$ cat config.mk
export PLATFORM = sky130hd
export DESIGN_NAME = i2c_temp_responder
export DESIGN_NICKNAME = d
export VERILOG_FILES = /design/src/rtl/i2c_resp_pkg.sv /design/src/rtl/i2c_line_cond.sv /design/src/rtl/i2c_temp_responder.sv
export SDC_FILE = /design/constraint.sdc
export NUM_CORES = 1
export LEC_CHECK = 0
export ABC_AREA = 1
export ABC_CLOCK_PERIOD_IN_PS = 1600
export CAP_MARGIN = 10
export CORE_UTILIZATION = 50
export DETAILED_ROUTE_END_ITERATION = 16
export PLACE_DENSITY = 0.78
export SLEW_MARGIN = 20
export SYNTH_ARGS = -nofsm -noshare
export SYNTH_HDL_FRONTEND = slang
export SYNTH_SLANG_ARGS = --single-unit
$ cat constraint.sdc
create_clock -name clk -period 1.6 [get_ports clk]
set_clock_uncertainty 0.2 [all_clocks]
set_input_delay 0.32 -clock clk [delete_from_list [all_inputs] [get_ports clk]]
set_output_delay 0.32 -clock clk [all_outputs]
set_load 0.03 [all_outputs]
$ cat src/rtl/i2c_resp_pkg.sv
// Shared types and constants for the I2C temperature-sensor responder.
//   state_e  : protocol state of the responder FSM
//   REG_*    : register indices selected by the pointer byte
//   ACK/NACK : SDA levels of the acknowledge bit
package i2c_resp_pkg;

    typedef enum logic [2:0] {
        ST_IDLE,
        ST_ADDR,
        ST_ADDR_ACK,
        ST_WR_DATA,
        ST_WR_ACK,
        ST_RD_DATA,
        ST_RD_ACK,
        ST_IGNORE
    } state_e;

    localparam logic REG_TEMP = 1'b0;
    localparam logic REG_CFG  = 1'b1;

    localparam logic ACK  = 1'b0;
    localparam logic NACK = 1'b1;

endpackage

$ cat src/rtl/i2c_line_cond.sv
// Line conditioning for the I2C responder: synchronizes SCL/SDA, optionally
// majority-filters them (macro I2C_GLITCH_FILTER_EN), and produces registered
// one-cycle pulses for SCL rise/fall and START/STOP, plus the SDA level
// aligned with those pulses.
//   clk, reset_n        : system clock, async active-low reset
//   scl_i, sda_i        : raw pad levels
//   scl_rise, scl_fall  : SCL edge pulses
//   start_det, stop_det : START / STOP condition pulses
//   sda_smp             : conditioned SDA, aligned with the pulses
module i2c_line_cond #(
    parameter int SYNC_STAGES = 2
) (
    input  logic clk,
    input  logic reset_n,
    input  logic scl_i,
    input  logic sda_i,
    output logic scl_rise,
    output logic scl_fall,
    output logic start_det,
    output logic stop_det,
    output logic sda_smp
);

    logic [SYNC_STAGES-1:0] scl_sync_q, scl_sync_d;
    logic [SYNC_STAGES-1:0] sda_sync_q, sda_sync_d;
    logic scl_c, sda_c;
    logic scl_prev_q, sda_prev_q;
    logic scl_rise_q, scl_rise_d, scl_fall_q, scl_fall_d;
    logic start_q, start_d, stop_q, stop_d, sda_smp_q;

    assign scl_sync_d = {scl_sync_q[SYNC_STAGES-2:0], scl_i};
    assign sda_sync_d = {sda_sync_q[SYNC_STAGES-2:0], sda_i};

`ifdef I2C_GLITCH_FILTER_EN
    // Two samples of history plus the current one; a level change must be
    // seen on two consecutive clocks, so single-cycle pulses never pass.
    function automatic logic maj3(input logic a, input logic b, input logic c);
        return (a & b) | (a & c) | (b & c);
    endfunction

    logic [1:0] scl_hist_q, scl_hist_d, sda_hist_q, sda_hist_d;
    logic scl_flt_q, scl_flt_d, sda_flt_q, sda_flt_d;

    assign scl_hist_d = {scl_hist_q[0], scl_sync_q[SYNC_STAGES-1]};
    assign sda_hist_d = {sda_hist_q[0], sda_sync_q[SYNC_STAGES-1]};
    assign scl_flt_d  = maj3(scl_sync_q[SYNC_STAGES-1], scl_hist_q[0], scl_hist_q[1]);
    assign sda_flt_d  = maj3(sda_sync_q[SYNC_STAGES-1], sda_hist_q[0], sda_hist_q[1]);

    always_ff @(posedge clk or negedge reset_n) begin
        if (!reset_n) begin
            scl_hist_q <= 2'b11;
            sda_hist_q <= 2'b11;
            scl_flt_q  <= 1'b1;
            sda_flt_q  <= 1'b1;
        end else begin
            scl_hist_q <= scl_hist_d;
            sda_hist_q <= sda_hist_d;
            scl_flt_q  <= scl_flt_d;
            sda_flt_q  <= sda_flt_d;
        end
    end

    assign scl_c = scl_flt_q;
    assign sda_c = sda_flt_q;
`else
    assign scl_c = scl_sync_q[SYNC_STAGES-1];
    assign sda_c = sda_sync_q[SYNC_STAGES-1];
`endif

    always_comb begin
        scl_rise_d = scl_c & ~scl_prev_q;
        scl_fall_d = ~scl_c & scl_prev_q;
        // SDA may only change with SCL low; a change with SCL held high on
        // both samples is a bus condition.
        start_d    = scl_c & scl_prev_q & sda_prev_q & ~sda_c;
        stop_d     = scl_c & scl_prev_q & ~sda_prev_q & sda_c;
    end

    // Lines reset to the idle-high bus level so release never looks like START.
    always_ff @(posedge clk or negedge reset_n) begin
        if (!reset_n) begin
            scl_sync_q <= '1;
            sda_sync_q <= '1;
            scl_prev_q <= 1'b1;
            sda_prev_q <= 1'b1;
            scl_rise_q <= 1'b0;
            scl_fall_q <= 1'b0;
            start_q    <= 1'b0;
            stop_q     <= 1'b0;
            sda_smp_q  <= 1'b1;
        end else begin
            scl_sync_q <= scl_sync_d;
            sda_sync_q <= sda_sync_d;
            scl_prev_q <= scl_c;
            sda_prev_q <= sda_c;
            scl_rise_q <= scl_rise_d;
            scl_fall_q <= scl_fall_d;
            start_q    <= start_d;
            stop_q     <= stop_d;
            sda_smp_q  <= sda_c;
        end
    end

    assign scl_rise  = scl_rise_q;
    assign scl_fall  = scl_fall_q;
    assign start_det = start_q;
    assign stop_det  = stop_q;
    assign sda_smp   = sda_smp_q;

endmodule

$ cat src/rtl/i2c_temp_responder.sv
// I2C target emulating the board temperature sensor. Register 0 is the
// read-only temperature (sampled from temp_in at the start of each read
// byte), register 1 a read/write configuration byte. The first write byte
// after the address selects the register pointer (bit 0).
// Optional macro I2C_GLITCH_FILTER_EN enables a 3-sample majority filter in
// the line conditioner.
//   clk, reset_n : system clock (>=16x SCL), async active-low reset
//   scl_i, sda_i : pad levels; sda_oe=1 pulls SDA low (open drain)
//   temp_in      : temperature, two's complement degrees C
//   cfg_out      : configuration register
//   busy         : set on own-address ACK, cleared on STOP/START/IGNORE
//   addr_hit     : one-cycle pulse when own address is ACKed
module i2c_temp_responder
    import i2c_resp_pkg::*;
#(
    parameter logic [6:0] ADDR        = 7'h48,
    parameter int         SYNC_STAGES = 2
) (
    input  logic       clk,
    input  logic       reset_n,
    input  logic       scl_i,
    input  logic       sda_i,
    output logic       sda_oe,
    input  logic [7:0] temp_in,
    output logic [7:0] cfg_out,
    output logic       busy,
    output logic       addr_hit
);

    logic scl_rise, scl_fall, start_det, stop_det, sda_smp;

    i2c_line_cond #(.SYNC_STAGES(SYNC_STAGES)) u_line_cond (
        .clk       (clk),
        .reset_n   (reset_n),
        .scl_i     (scl_i),
        .sda_i     (sda_i),
        .scl_rise  (scl_rise),
        .scl_fall  (scl_fall),
        .start_det (start_det),
        .stop_det  (stop_det),
        .sda_smp   (sda_smp)
    );

    state_e     state_q, state_d;
    logic [2:0] bit_cnt_q, bit_cnt_d;
    logic [6:0] shreg_q, shreg_d;
    logic [7:0] tx_q, tx_d, cfg_q, cfg_d;
    logic       ptr_q, ptr_d, first_q, first_d, rw_q, rw_d;
    logic       ack_seen_q, ack_seen_d;
    logic       sda_oe_q, sda_oe_d, busy_q, busy_d, addr_hit_q, addr_hit_d;
    logic [7:0] rx_byte, rd_load;

    assign rx_byte = {shreg_q, sda_smp};
    assign rd_load = (ptr_q == REG_CFG) ? cfg_q : temp_in;

    always_comb begin
        state_d    = state_q;
        bit_cnt_d  = bit_cnt_q;
        shreg_d    = shreg_q;
        tx_d       = tx_q;
        cfg_d      = cfg_q;
        ptr_d      = ptr_q;
        first_d    = first_q;
        rw_d       = rw_q;
        ack_seen_d = ack_seen_q;
        sda_oe_d   = sda_oe_q;
        busy_d     = busy_q;
        addr_hit_d = 1'b0;

        // Bus conditions take priority over any SCL edge in the same cycle.
        if (start_det) begin
            state_d    = ST_ADDR;
            bit_cnt_d  = 3'd0;
            ack_seen_d = 1'b0;
            sda_oe_d   = 1'b0;
            busy_d     = 1'b0;
        end else if (stop_det) begin
            state_d  = ST_IDLE;
            sda_oe_d = 1'b0;
            busy_d   = 1'b0;
        end else begin
            case (state_q)
                ST_ADDR: if (scl_rise) begin
                    shreg_d   = rx_byte[6:0];
                    bit_cnt_d = bit_cnt_q + 3'd1;
                    if (bit_cnt_q == 3'd7) begin
                        if (rx_byte[7:1] == ADDR) begin
                            state_d = ST_ADDR_ACK;
                            rw_d    = rx_byte[0];
                        end else begin
                            state_d = ST_IGNORE;
                            busy_d  = 1'b0;
                        end
                    end
                end
                // First SCL fall starts driving ACK; the second ends it.
                ST_ADDR_ACK: if (scl_fall) begin
                    if (!sda_oe_q) begin
                        sda_oe_d   = ~ACK;
                        addr_hit_d = 1'b1;
                        busy_d     = 1'b1;
                    end else begin
                        bit_cnt_d = 3'd0;
                        if (rw_q) begin
                            state_d  = ST_RD_DATA;
                            tx_d     = rd_load;
                            sda_oe_d = ~rd_load[7];
                        end else begin
                            state_d  = ST_WR_DATA;
                            first_d  = 1'b1;
                            sda_oe_d = 1'b0;
                        end
                    end
                end
                ST_WR_DATA: if (scl_rise) begin
                    shreg_d   = rx_byte[6:0];
                    bit_cnt_d = bit_cnt_q + 3'd1;
                    if (bit_cnt_q == 3'd7) begin
                        state_d = ST_WR_ACK;
                        if (first_q) begin
                            ptr_d   = rx_byte[0];
                            first_d = 1'b0;
                        end else if (ptr_q == REG_CFG) begin
                            cfg_d = rx_byte;
                        end
                    end
                end
                ST_WR_ACK: if (scl_fall) begin
                    if (!sda_oe_q) begin
                        sda_oe_d = ~ACK;
                    end else begin
                        sda_oe_d  = 1'b0;
                        state_d   = ST_WR_DATA;
                        bit_cnt_d = 3'd0;
                    end
                end
                // bit_cnt counts SCL rises already consumed by the master,
                // so the bit to present after a fall is 7 - bit_cnt.
                ST_RD_DATA: begin
                    if (scl_rise) begin
                        if (bit_cnt_q == 3'd7) begin
                            state_d    = ST_RD_ACK;
                            ack_seen_d = 1'b0;
                        end else begin
                            bit_cnt_d = bit_cnt_q + 3'd1;
                        end
                    end else if (scl_fall) begin
                        sda_oe_d = ~tx_q[3'd7 - bit_cnt_q];
                    end
                end
                ST_RD_ACK: begin
                    if (scl_rise) begin
                        if (sda_smp == NACK) begin
                            state_d = ST_IGNORE;
                            busy_d  = 1'b0;
                        end else begin
                            ack_seen_d = 1'b1;
                        end
                    end else if (scl_fall) begin
                        if (ack_seen_q) begin
                            state_d    = ST_RD_DATA;
                            bit_cnt_d  = 3'd0;
                            ack_seen_d = 1'b0;
                            tx_d       = rd_load;
                            sda_oe_d   = ~rd_load[7];
                        end else begin
                            sda_oe_d = 1'b0;
                        end
                    end
                end
                ST_IDLE, ST_IGNORE: ;
                default: state_d = ST_IDLE;
            endcase
        end
    end

    always_ff @(posedge clk or negedge reset_n) begin
        if (!reset_n) begin
            state_q    <= ST_IDLE;
            bit_cnt_q  <= 3'd0;
            shreg_q    <= 7'd0;
            tx_q       <= 8'h00;
            cfg_q      <= 8'h00;
            ptr_q      <= REG_TEMP;
            first_q    <= 1'b0;
            rw_q       <= 1'b0;
            ack_seen_q <= 1'b0;
            sda_oe_q   <= 1'b0;
            busy_q     <= 1'b0;
            addr_hit_q <= 1'b0;
        end else begin
            state_q    <= state_d;
            bit_cnt_q  <= bit_cnt_d;
            shreg_q    <= shreg_d;
            tx_q       <= tx_d;
            cfg_q      <= cfg_d;
            ptr_q      <= ptr_d;
            first_q    <= first_d;
            rw_q       <= rw_d;
            ack_seen_q <= ack_seen_d;
            sda_oe_q   <= sda_oe_d;
            busy_q     <= busy_d;
            addr_hit_q <= addr_hit_d;
        end
    end

    assign sda_oe   = sda_oe_q;
    assign cfg_out  = cfg_q;
    assign busy     = busy_q;
    assign addr_hit = addr_hit_q;

endmodule

**Word level (Yosys, flattened, before mapping)**

Index checks and enable logic that the tools add are counted.

- Bits in registers: 46

- Add/subtract/negate cells: 2
- $lt $le $gt $ge: 1
- Eq/ne operators: 50
- Multiplexer cells: 79
- Bitwise operators: 16
- Reductions and logical operators: 20

Operator list:

| kind | number |
|---|---|
| $mux W3 | 28 |
| $mux W8 | 7 |
| $ne A4 B1 Y1 const B | 10 |
| $mux W1 | 36 |
| $ne A4 B2 Y1 const B | 7 |
| $pmux W3 S6 | 1 |
| $reduce_and A6 Y1 | 3 |
| $pmux W8 S2 | 1 |
| $reduce_and A8 Y1 | 2 |
| $ne A3 B1 Y1 const B | 5 |
| $reduce_and A14 Y1 | 1 |
| $reduce_and A7 Y1 | 2 |
| $eq A3 B3 Y1 const B | 4 |
| $ne A2 B2 Y1 const B | 6 |
| $ne A4 B4 Y1 const B | 3 |
| $pmux W3 S4 | 1 |
| $reduce_and A10 Y1 | 1 |
| $reduce_bool A5 Y1 | 2 |
| $ne A3 B2 Y1 const B | 3 |
| $not A1 Y1 | 9 |
| $reduce_and A9 Y1 | 1 |
| $ne A2 B1 Y1 const B | 4 |
| $reduce_bool A8 Y1 | 1 |
| $and A1 B1 Y1 | 7 |
| 19 further kinds | 23 |

**Longest topological paths before layout**

- Depth after elaboration: 9
- Depth in mapped cells: 11
- Depth with buffers taken out: 11

**By module**

A second synthesis with hierarchy kept.

- Cell total of the unflattened synthesis: 339
- Area total of the unflattened synthesis: 2712.6 um^2

Modules (own cells, without submodules):

| module | times used | cells each | area each (um^2) | seq. area each (um^2) |
|---|---|---|---|---|
| i2c_temp_responder | 1 | 318 | 2413.6 | 900.9 |
| i2c_line_cond | 1 | 21 | 299.0 | 257.7 |

**Least setup slack after synthesis**

Ideal clock, no wire load.

- Kind: reg2reg
- Start: register bit_cnt_q[0]
- End: register bit_cnt_q[0]
- Arrival time: 1402 ps
- Data required time: 1283 ps
- Path slack: -119 ps
- Cell stages (with the launch flop): 11
- Buffers on the path: 0
- Cells stage by stage: dfrtp_1 > ha_1 > ha_1 > inv_1 > nor2_1 > nor2_1 > nand3_1 > nand2_1 > nand2_1 > nand2_1 > nand2_1

- Longest elaborated chain between the ends: 6

Ends and longest elaborated chain:

| what | line | source |
|---|---|---|
| from (decl) | i2c_temp_responder.sv:45 | `logic [2:0] bit_cnt_q, bit_cnt_d;` |
| from (signal assigned) | i2c_temp_responder.sv:193 | `bit_cnt_q <= bit_cnt_d;` |
| $add A3 B1 Y3 | i2c_temp_responder.sv:85, i2c_temp_responder.sv:117, i2c_temp_responder.sv:145 |  |
| $mux W3 | i2c_temp_responder.sv:141 | `if (bit_cnt_q == 3'd7) begin` |
| $mux W3 | i2c_temp_responder.sv:140 | `if (scl_rise) begin` |
| $pmux W3 S4 | i2c_temp_responder.sv:82 | `case (state_q)` |
| $mux W3 | i2c_temp_responder.sv:77 | `end else if (stop_det) begin` |
| $mux W3 | i2c_temp_responder.sv:71 | `if (start_det) begin` |

Parallel ways exist; a longest one is shown, timed or not. The select of a mux whose other input is x is not followed.
A chain may end at the register's enable or synchronous reset.

**Final worst setup path**

- Start: register state_q[0]
- End: register state_q[1]

- Longest elaborated chain between the ends: 4

Ends and longest elaborated chain:

| what | line | source |
|---|---|---|
| from (decl) | i2c_temp_responder.sv:44 | `state_e state_q, state_d;` |
| from (signal assigned) | i2c_temp_responder.sv:192 | `state_q <= state_d;` |
| $eq A3 B3 Y1, or another cell as far along | i2c_temp_responder.sv:82 |  |
| $pmux W3 S6 | i2c_temp_responder.sv:82 |  |
| $mux W3 | i2c_temp_responder.sv:77 |  |
| $mux W3 | i2c_temp_responder.sv:71 |  |

Parallel ways exist; a longest one is shown, timed or not.

==> flow_metrics.tcl <==
set metrics [dict create \
    ctsRootBufferMaster "clkbuf_8" \
    critPathCaptureType "flop" \
    setup_slack_ps -150 \
    min_path_cells 0 \
    placementRows 25 \
    utilization 0.756 \
    area_growth_pct 41.7 \
    antenna_found_initial 0 \
    n_antenna_cell 0 \
    via_count 2475 \
    status "complete, but fails checks" \
    cp.arrival_ps 1740 \
    synth_area_um2 2590 \
    cp-start-kind "flop" \
    ys_seq_area_frac 0.448 \
    violations "negative setup slack" \
    fp.dieArea_um2 5460 \
    holdPathEnd "u_line_cond.scl_sync_q[1]" \
    final_cell_mix "nand2_1 (79), buf_4 (58), dfrtp_1 (35), inv_1 (27), nand3_1 (27)" \
    reg2reg_from "state_q[0]" \
    rr_worst_depth 10 \
    clk_pin_slew_ps 80 \
    fmax_ghz 0.572 \
    layout-drive-gt1-share 0.406 \
    drt-total-wl_mm 7.01 \
    dp_hpwl_mm 5.13 \
    synth_async_sr_flop_share 1.00 \
    io_pins 23 \
    synth.ff_latch_count 46 \
    layout_commonest_cell "nand2_1" \
    powerDensity_nw_per_um2 1660 \
    r2r_end "state_q[1]" \
    wl_met2_mm 3.34 \
    firstDrtPassIters 5 \
    synth_top_area_cell "dfrtp_1" \
    clk_latency_ps 300 \
    slew_headroom 0.791 \
    regArea_um2 1160 \
    r2r_setup_slack_ps -150 \
    synth_edf_count 0 \
    layout_min_cycle_time_ps 1750 \
    avgSynthCellArea_um2 8.03 \
    ir_drop_mv 0.878 \
    critPathKind "reg -> reg" \
    initial_core_util 0.533 \
    cts_tree "done" \
    maxCapViolations 0 \
    cts_sinks 46 \
    routed.top_layer "met4" \
    synthFlopType "dfrtp_1" \
    synth_cells 322 \
    maxSlewViolCount 0 \
    final_nets 422 \
    multi_input_area_um2 1400 \
    cts.htree.levels 2 \
    synth_area_leaders "dfrtp_1 (39%), nand2_1 (14%), nand3_1 (6.4%)" \
    cts_buffers 5 \
    antenna_left 0 \
    hold_path.class "reg -> reg" \
    fin_setup_tns_ps -1540 \
    netlist.area_leader.share 0.387 \
    drtIter0Drc 251 \
    grt_max_degree 24 \
    hold_start "u_line_cond.scl_sync_q[0]" \
    clockBufferDepth 2 \
    port_buffers 22 \
    die_w_um 73.9 \
    synth.distinct_cells 29 \
    p_leak_uw 0.00180 \
    m1WireLength_mm 3.20 \
    hold_viol 0 \
    setup-violations-final 18 \
    synth_nets 336 \
    rsz0062_at_grt "yes" \
    drc_errors 0 \
    cp_data_required_time_ps 1590 \
    die_h_um 73.9 \
    coreArea_um2 4850 \
    yosysWarnings 0 \
    routed_via_density 5.20 \
    grt_pass1_vias 2333 \
    wire_per_inst_um 14.7 \
    gp_congestion 1.01 \
    grt_overflow 0 \
    tightestPinTransition_ps 314 \
    grt_first_pass_wirelength_mm 11.2 \
    post-route-period-util 1.09 \
    grt_usage 0.278 \
    num-fill-cells 333 \
    crit_fanout 6 \
    met3WireLength_um 309 \
]
==> power breakdown <==
group | internal, uW | switching, uW
Sequential | 1460 | 276
Clock | 468 | 380
Combinational | 1530 | 1960
==> cells in the mapped netlist, types with 5 or more instances <==
master,instances
o21ai_0,15
mux2i_1,7
dfstp_2,6
dfrtp_1,40
nand4_1,9
buf_6,5
nand3_1,33
nand2_1,94
nor2_1,29
inv_1,31
o21ai_2,17
==> worst max path at each step <==
stage                  from      endpoint  slack (ps)  cells after the start
3_5_place_dp     state_q[0]       tx_q[5]        -150                      8
5_1_grt          state_q[0]    state_q[1]        -180                     11
2_1_floorplan  bit_cnt_q[0]  bit_cnt_q[0]          -7                     10
6_report         state_q[0]    state_q[1]        -150                     10
4_1_cts          state_q[2]    state_q[2]         -60                     11
3_3_place_gp     state_q[0]  bit_cnt_q[0]        -160                      8
==> routing by layer <==
metal	GRT usage	vias up
met5	0	-
met2	0.426	85
li1	-	1215
met1	0.401	1158
met4	0.107	0
met3	0.0370	17
==> metrics by stage <==
step	total power (uW)	hold WS, ps	std cells	worst slack (ps)	cell area (um2)
after floorplan	3520	-176	322	-7.38	2610
after global placement	4590	125	460	-157	3300
after detailed placement	4610	135	460	-149	3300
after CTS	5670	165	472	-57.6	3500
after global routing	6480	167	476	-179	3660
final	6080	161	476	-150	3660
==> repair_timing <==
item | in CTS | in global routing
hold buffers | 1 | 0
gates cloned | 0 | 1
pin swaps | 13 | 16
endpoints found under the hold margin | 40 | 0
endpoints found under the setup margin | 36 | 33
resized for setup | 29 | 42
setup buffers | 3 | 3
==> registers in the layout, indices dropped and copies added, names as in the netlist, 2 cells and up <==
register and flops:
cfg_out 8, tx_q 8, shreg_q 7, bit_cnt_q 3, state_q 3, u_line_cond.scl_sync_q 2
u_line_cond.sda_sync_q 2
==> cell families (layout without fill, tap and decap cells) <==
family	after synthesis	after routing	share of synthesized area
flops	46	46	0.448
buf+inv	45	132	0.0847
fa+ha+maj	2	2	0.00967
compound gates	34	34	0.0914
simple gates	188	188	0.339
mux	7	7	0.0271
==> cell type report <==
| class | count | area share |
|---|---|---|
| Multi-Input combinational cell | 231 | 0.381 |
| Sequential cell | 46 | 0.318 |
| Timing Repair Buffer | 87 | 0.209 |
| Inverter | 37 | 0.0400 |
| Tap cell | 67 | 0.0229 |
| Clock buffer | 7 | 0.0208 |
| Clock inverter | 1 | 0.00820 |
==> critical path: stages (launching register included) <==
cell	delay (ps)
dfrtp_2	470
buf_12	160
nor2_8	180
buf_6	120
nand4_1	60
nand2_1	100
inv_2	40
nand2_2	100
nand2_4	70
nand3_1	80
nand2_1	60
No activity file was read; power rests on OpenSTA's default activity.
